## src/rtl/ic1406_pkg.sv

```systemverilog
// Shared types, constants and helpers for the ic1406 output monitor.
package ic1406_pkg;

    typedef logic [1:0] sym_t;

    localparam logic [7:0] DEFAULT_PATTERN = 8'b00_01_11_10;

    typedef enum logic {
        IDLE = 1'b0,
        HOLD = 1'b1
    } rpt_state_t;

    localparam int SAT_W = 16;

    function automatic logic [SAT_W-1:0] sat_inc(input logic [SAT_W-1:0] value,
                                                 input logic [SAT_W-1:0] limit);
        return (value >= limit) ? value : value + SAT_W'(1);
    endfunction

endpackage

```

## src/rtl/ic1406_seq_detect.sv

```systemverilog
// Four-symbol sequence detector: shifts in {Q1,Q0} symbols and flags a
// completed PATTERN once four symbols have been seen since reset.
module ic1406_seq_detect
    import ic1406_pkg::*;
#(
    parameter logic [7:0] PATTERN = DEFAULT_PATTERN
) (
    input  logic clk,
    input  logic rst,
    input  logic en,
    input  sym_t sym,
    output logic match,
    output logic match_now
);

    logic [7:0] hist;
    logic [7:0] hist_next;
    logic [2:0] fill;
    logic [2:0] fill_next;

    // Next history/fill and the same-cycle match used by the window accumulators.
    always_comb begin
        hist_next = {hist[5:0], sym};
        fill_next = 3'(sat_inc(SAT_W'(fill), SAT_W'(4)));
        match_now = en && (fill_next == 3'd4) && (hist_next == PATTERN);
    end

    // History register and registered match pulse; history freezes while en is low.
    always_ff @(posedge clk) begin
        if (rst) begin
            hist  <= '0;
            fill  <= '0;
            match <= 1'b0;
        end else begin
            match <= match_now;
            if (en) begin
                hist <= hist_next;
                fill <= fill_next;
            end
        end
    end

endmodule

```

## src/rtl/ic1406_monitor.sv

```systemverilog
// Downstream checker for ic1406: sequence match, stuck-state and Z-parity
// detection, and per-window Z/match statistics through a valid/ack port.
module ic1406_monitor
    import ic1406_pkg::*;
#(
    parameter int         WINDOW      = 16,
    parameter int         CNT_W       = 5,
    parameter logic [7:0] PATTERN     = DEFAULT_PATTERN,
    parameter int         STUCK_LIMIT = 4
) (
    input  logic             clk,
    input  logic             rst,
    input  logic             en,
    input  logic             Q0,
    input  logic             Q1,
    input  logic             Z,
    output logic             match,
    output logic             stuck,
    output logic             err,
    output logic             report_valid,
    input  logic             report_ack,
    output logic [CNT_W-1:0] report_z,
    output logic [CNT_W-1:0] report_m,
    output logic             overrun
);

    localparam int RUN_W = $clog2(STUCK_LIMIT + 1);
    localparam int WIN_W = (WINDOW > 1) ? $clog2(WINDOW) : 1;
    localparam logic [SAT_W-1:0] CNT_MAX = SAT_W'((1 << CNT_W) - 1);

    sym_t             sym;
    sym_t             prev_sym;
    logic [RUN_W-1:0] run;
    logic [RUN_W-1:0] run_next;
    logic [WIN_W-1:0] win_cnt;
    logic [CNT_W-1:0] z_acc;
    logic [CNT_W-1:0] m_acc;
    logic [CNT_W-1:0] z_next;
    logic [CNT_W-1:0] m_next;
    logic             match_now;
    logic             win_close;
    logic             load_report;
    logic             set_overrun;
    rpt_state_t       state;
    rpt_state_t       state_next;

    assign sym = {Q1, Q0};

    ic1406_seq_detect #(
        .PATTERN(PATTERN)
    ) u_seq_detect (
        .clk      (clk),
        .rst      (rst),
        .en       (en),
        .sym      (sym),
        .match    (match),
        .match_now(match_now)
    );

    // Run length of identical samples; a zero run means no sample since reset.
    always_comb begin
        run_next = RUN_W'(1);
        if ((run != '0) && (sym == prev_sym)) begin
            run_next = RUN_W'(sat_inc(SAT_W'(run), SAT_W'(STUCK_LIMIT)));
        end
    end

    // Window totals including the current sample, and the window-close strobe.
    always_comb begin
        z_next    = Z ? CNT_W'(sat_inc(SAT_W'(z_acc), CNT_MAX)) : z_acc;
        m_next    = match_now ? CNT_W'(sat_inc(SAT_W'(m_acc), CNT_MAX)) : m_acc;
        win_close = en && (win_cnt == WIN_W'(WINDOW - 1));
    end

    // Report slot control: a closing window either fills the slot or is dropped.
    always_comb begin
        state_next  = state;
        load_report = 1'b0;
        set_overrun = 1'b0;
        case (state)
            IDLE: begin
                if (win_close) begin
                    state_next  = HOLD;
                    load_report = 1'b1;
                end
            end
            HOLD: begin
                if (win_close) begin
                    if (report_ack) begin
                        load_report = 1'b1;
                    end else begin
                        set_overrun = 1'b1;
                    end
                end else if (report_ack) begin
                    state_next = IDLE;
                end
            end
            default: state_next = IDLE;
        endcase
    end

    // Report FSM state register.
    always_ff @(posedge clk) begin
        if (rst) begin
            state <= IDLE;
        end else begin
            state <= state_next;
        end
    end

    assign report_valid = (state == HOLD);

    // Sample-driven state: run/stuck, sticky err, window accumulators and report data.
    always_ff @(posedge clk) begin
        if (rst) begin
            prev_sym <= '0;
            run      <= '0;
            stuck    <= 1'b0;
            err      <= 1'b0;
            win_cnt  <= '0;
            z_acc    <= '0;
            m_acc    <= '0;
            report_z <= '0;
            report_m <= '0;
            overrun  <= 1'b0;
        end else begin
            if (en) begin
                prev_sym <= sym;
                run      <= run_next;
                stuck    <= (run_next == RUN_W'(STUCK_LIMIT));
                if (Z != (Q0 ^ Q1)) begin
                    err <= 1'b1;
                end
                if (win_close) begin
                    win_cnt <= '0;
                    z_acc   <= '0;
                    m_acc   <= '0;
                end else begin
                    win_cnt <= win_cnt + WIN_W'(1);
                    z_acc   <= z_next;
                    m_acc   <= m_next;
                end
            end
            if (load_report) begin
                report_z <= z_next;
                report_m <= m_next;
            end
            if (set_overrun) begin
                overrun <= 1'b1;
            end
        end
    end

endmodule
```

## config.mk

```make
export PLATFORM = sky130hd
export DESIGN_NAME = ic1406_monitor
export DESIGN_NICKNAME = d
export VERILOG_FILES = /design/src/rtl/ic1406_pkg.sv /design/src/rtl/ic1406_seq_detect.sv /design/src/rtl/ic1406_monitor.sv
export SDC_FILE = /design/constraint.sdc
export NUM_CORES = 1
export LEC_CHECK = 0
export ABC_AREA = 1
export CAP_MARGIN = 20
export CORE_AREA = 2 2 73 75
export CTS_BUF_LIST = sky130_fd_sc_hd__clkbuf_4 sky130_fd_sc_hd__clkbuf_8 sky130_fd_sc_hd__clkbuf_16
export DETAILED_ROUTE_END_ITERATION = 7
export DIE_AREA = 0 0 75 77
export HOLD_SLACK_MARGIN = 0.02
export MAX_ROUTING_LAYER = met4
export PLACE_DENSITY_LB_ADDON = 0.3
export RECOVER_POWER = 25
export SLEW_MARGIN = 20
export SYNTH_ARGS = -nofsm -noshare
export SYNTH_HDL_FRONTEND = slang
export SYNTH_SLANG_ARGS = --single-unit
```

## constraint.sdc

```tcl
create_clock -name clk -period 1.6 [get_ports clk]
set_clock_uncertainty 0.05 [all_clocks]
set_input_delay 0.32 -clock clk [delete_from_list [all_inputs] [get_ports clk]]
set_output_delay 0.32 -clock clk [all_outputs]
set_load 0.05 [all_outputs]
```

==> flow_metrics.tcl <==
set metrics [dict create \
    drcViolationCount 0 \
    whs_path_depth 4 \
    clock-sinks 41 \
    ys.flop_type "dfxtp_1" \
    vdd_drop_max_mv 0.477 \
    async_flop_share_pct 0 \
    yosysTopAreaCell "dfxtp_1" \
    outcome "completed" \
    crit_type "reg2reg" \
    rows 26 \
    grt_overflow 0 \
    cts-root-buf "clkbuf_8" \
    synthTopCellsByArea "dfxtp_1, nand2_1, nor2_1, inv_1, ha_1" \
    fmax_mhz 626 \
    yosysTopAreaCellShare_pct 39.4 \
    numCtsBuffers 5 \
    hold_end "u_seq_detect.hist[1]$_SDFFE_PP0P_" \
    setup_ws_ps 2.50 \
    r2r_slack_ps 2 \
    grtUsageTotal_pct 17.2 \
    slew_violations 0 \
    p_leak_nw 1.42 \
    r2r_end "z_acc[1]$_SDFFE_PP0P_" \
    cts-htree-levels 2 \
    maxCapViolCount 0 \
    rsz0062_at_grt "true" \
    initial_core_util_pct 41.9 \
    finalCritPeriodShare_pct 99.8 \
    io_pins 22 \
    grt_pass1_vias 1838 \
    syn_avg_cell_area_um2 7.14 \
    synthesis.area_um2 2080 \
    final_cells 418 \
    synthesis.nets 309 \
    hold_viol_final 0 \
    fin_area_um2 3010 \
    ant_nets 0 \
    synth_cell_types 31 \
    insertion_delay_ps 300 \
    ctsHoldBuffers 0 \
    placed_cell_area_um2 2710 \
    grt_pass1_wl_um 7620 \
    required_ps 1740 \
    placed_cells 405 \
    syn_to_final_growth_pct 44.2 \
    ys_seq_area_share_pct 39.4 \
    p_total_mw 2.11 \
    postSynthCellCount 292 \
    cts_tree "built" \
    power_density_nw_per_um2 701 \
    rr_worst_depth 9 \
    tightest_slew_ps 511 \
    r2r-start "z_acc[2]$_SDFFE_PP0P_" \
    yosysWarnings 0 \
    nets 364 \
    drt-wirelength-per-cell_um 11.2 \
    finish.utilization_pct 60.4 \
    maxSlewHeadroom_pct 65.9 \
    cp.arrival_ps 1740 \
    fillers 430 \
    vias 1956 \
    initialDrtViolationCount 88 \
    layout-drive-gt1-share_pct 33.6 \
    pre_cts_ws_ps -300 \
    dpl.hpwl_um 3120 \
    dieArea_um2 5780 \
    vias_per_cell 4.68 \
    hp-start "Q1" \
    dr.pass1.iters 4 \
    die_w_um 75 \
    min_period_ps 1600 \
    grt_max_degree 26 \
    diodes 0 \
    hold_class "in2reg" \
    ys_seq_elements 41 \
    yosysMostFrequentCell "nand2_1" \
    wl_um 4660 \
    clockBufferDepth 2 \
    hold_slack_ps 379 \
    portBuffers 21 \
    worst_setup_path_end_kind "flop" \
    antenna_found_initial 0 \
    die_h_um 77 \
    worstPathMaxFanout 6 \
    setup.worst_path.start_class "flop" \
    globalplace.congestion 0.858 \
    synth_edf_count 0 \
    setup_tns_ps 0 \
    setup_viol 0 \
    path_clk_slew_ps 80 \
    ys_top_cells_by_count "nand2_1, nor2_1, inv_1" \
    core_area_um2 4980 \
]
flip-flops by register name, summed over array words and instances (netlist names):
signal,count
stuck,1
run,3
u_seq_detect.match,1
u_seq_detect.fill,3
u_seq_detect.hist,5
m_acc,5
report_m,5
prev_sym,1
overrun,1
report_z,5
err,1
report_valid,1
win_cnt,4
z_acc,5
critical path: stages, from the launching register on:
cell	delay, ps
dfxtp_1	400
inv_1	90
nor3_2	170
ha_2	220
nor2_4	50
o21ai_4	110
nand2_1	110
o21ai_2	80
nor2_1	50
o21a_1	160
power breakdown:
part	switching [mW]	total (mW)	internal (mW)
clock	0.362	0.752	0.390
sequential	0.0240	1.08	1.05
combinational	0.150	0.279	0.130
cells in the final DEF, fill, tap and decap left out, types with 9 or more instances in the layout:
| cell | synthesis | routed |
|---|---|---|
| nor2_1 | 49 | 44 |
| nand3_1 | 13 | 9 |
| dfxtp_1 | 41 | 33 |
| o21ai_0 | 16 | 11 |
| nand2_2 | 1 | 12 |
| a21oi_1 | 15 | 14 |
| nand2_1 | 54 | 43 |
| inv_1 | 43 | 37 |
| buf_4 | 0 | 33 |
cell type report:
type                       count  area, um^2  share of cell area, %
clock inverter                 1        5.00                  0.167
timing repair buffer          56         569                   18.9
clock buffer                   7        96.3                   3.21
inverter                      45         174                   5.79
sequential                    41         831                   27.6
tap                           70        87.6                   2.91
multi-input combinational    198        1240                   41.3
per-layer routing:
layer | track usage (%) | share of wire [%] | vias up
met5 | - | 0 | -
met4 | 7.50 | 1.9 | 0
met3 | 3.94 | 2.2 | 9
met2 | 28.1 | 52 | 16
met1 | 19.8 | 44 | 903
li1 | - | - | 1028
worst max-delay path by stage:
stage | startpoint | endpoint | depth (start not counted)
final | z_acc[2]$_SDFFE_PP0P_ | z_acc[1]$_SDFFE_PP0P_ | 9
after global routing | z_acc[0]$_SDFFE_PP0P_ | report_z[2]$_SDFFE_PP0P_ | 10
after CTS | z_acc[0]$_SDFFE_PP0P_ | z_acc[1]$_SDFFE_PP0P_ | 10
after global placement | Q0 | report_m[1]$_SDFFE_PP0P_ | 12
after detailed placement | Q0 | report_m[1]$_SDFFE_PP0P_ | 12
after floorplan | z_acc[0]$_SDFFE_PP0P_ | z_acc[1]$_SDFFE_PP0P_ | 9
repair_timing:
| action | CTS | global route |
|---|---|---|
| gates resized for setup | 21 | 46 |
| setup buffers | 1 | 4 |
| endpoints found under the setup margin | 19 | 21 |
| pin swaps | 6 | 33 |
cell families after synthesis:
logic type | count (synthesis) | share of synthesized area [%]
xor+xnor | 4 | 1.68
compound gates | 45 | 12.4
flops | 41 | 39.4
buf+inv | 53 | 10.1
fa+ha+maj | 10 | 6.00
simple gates | 139 | 30.5
Power figures use the tool's default switching activity.
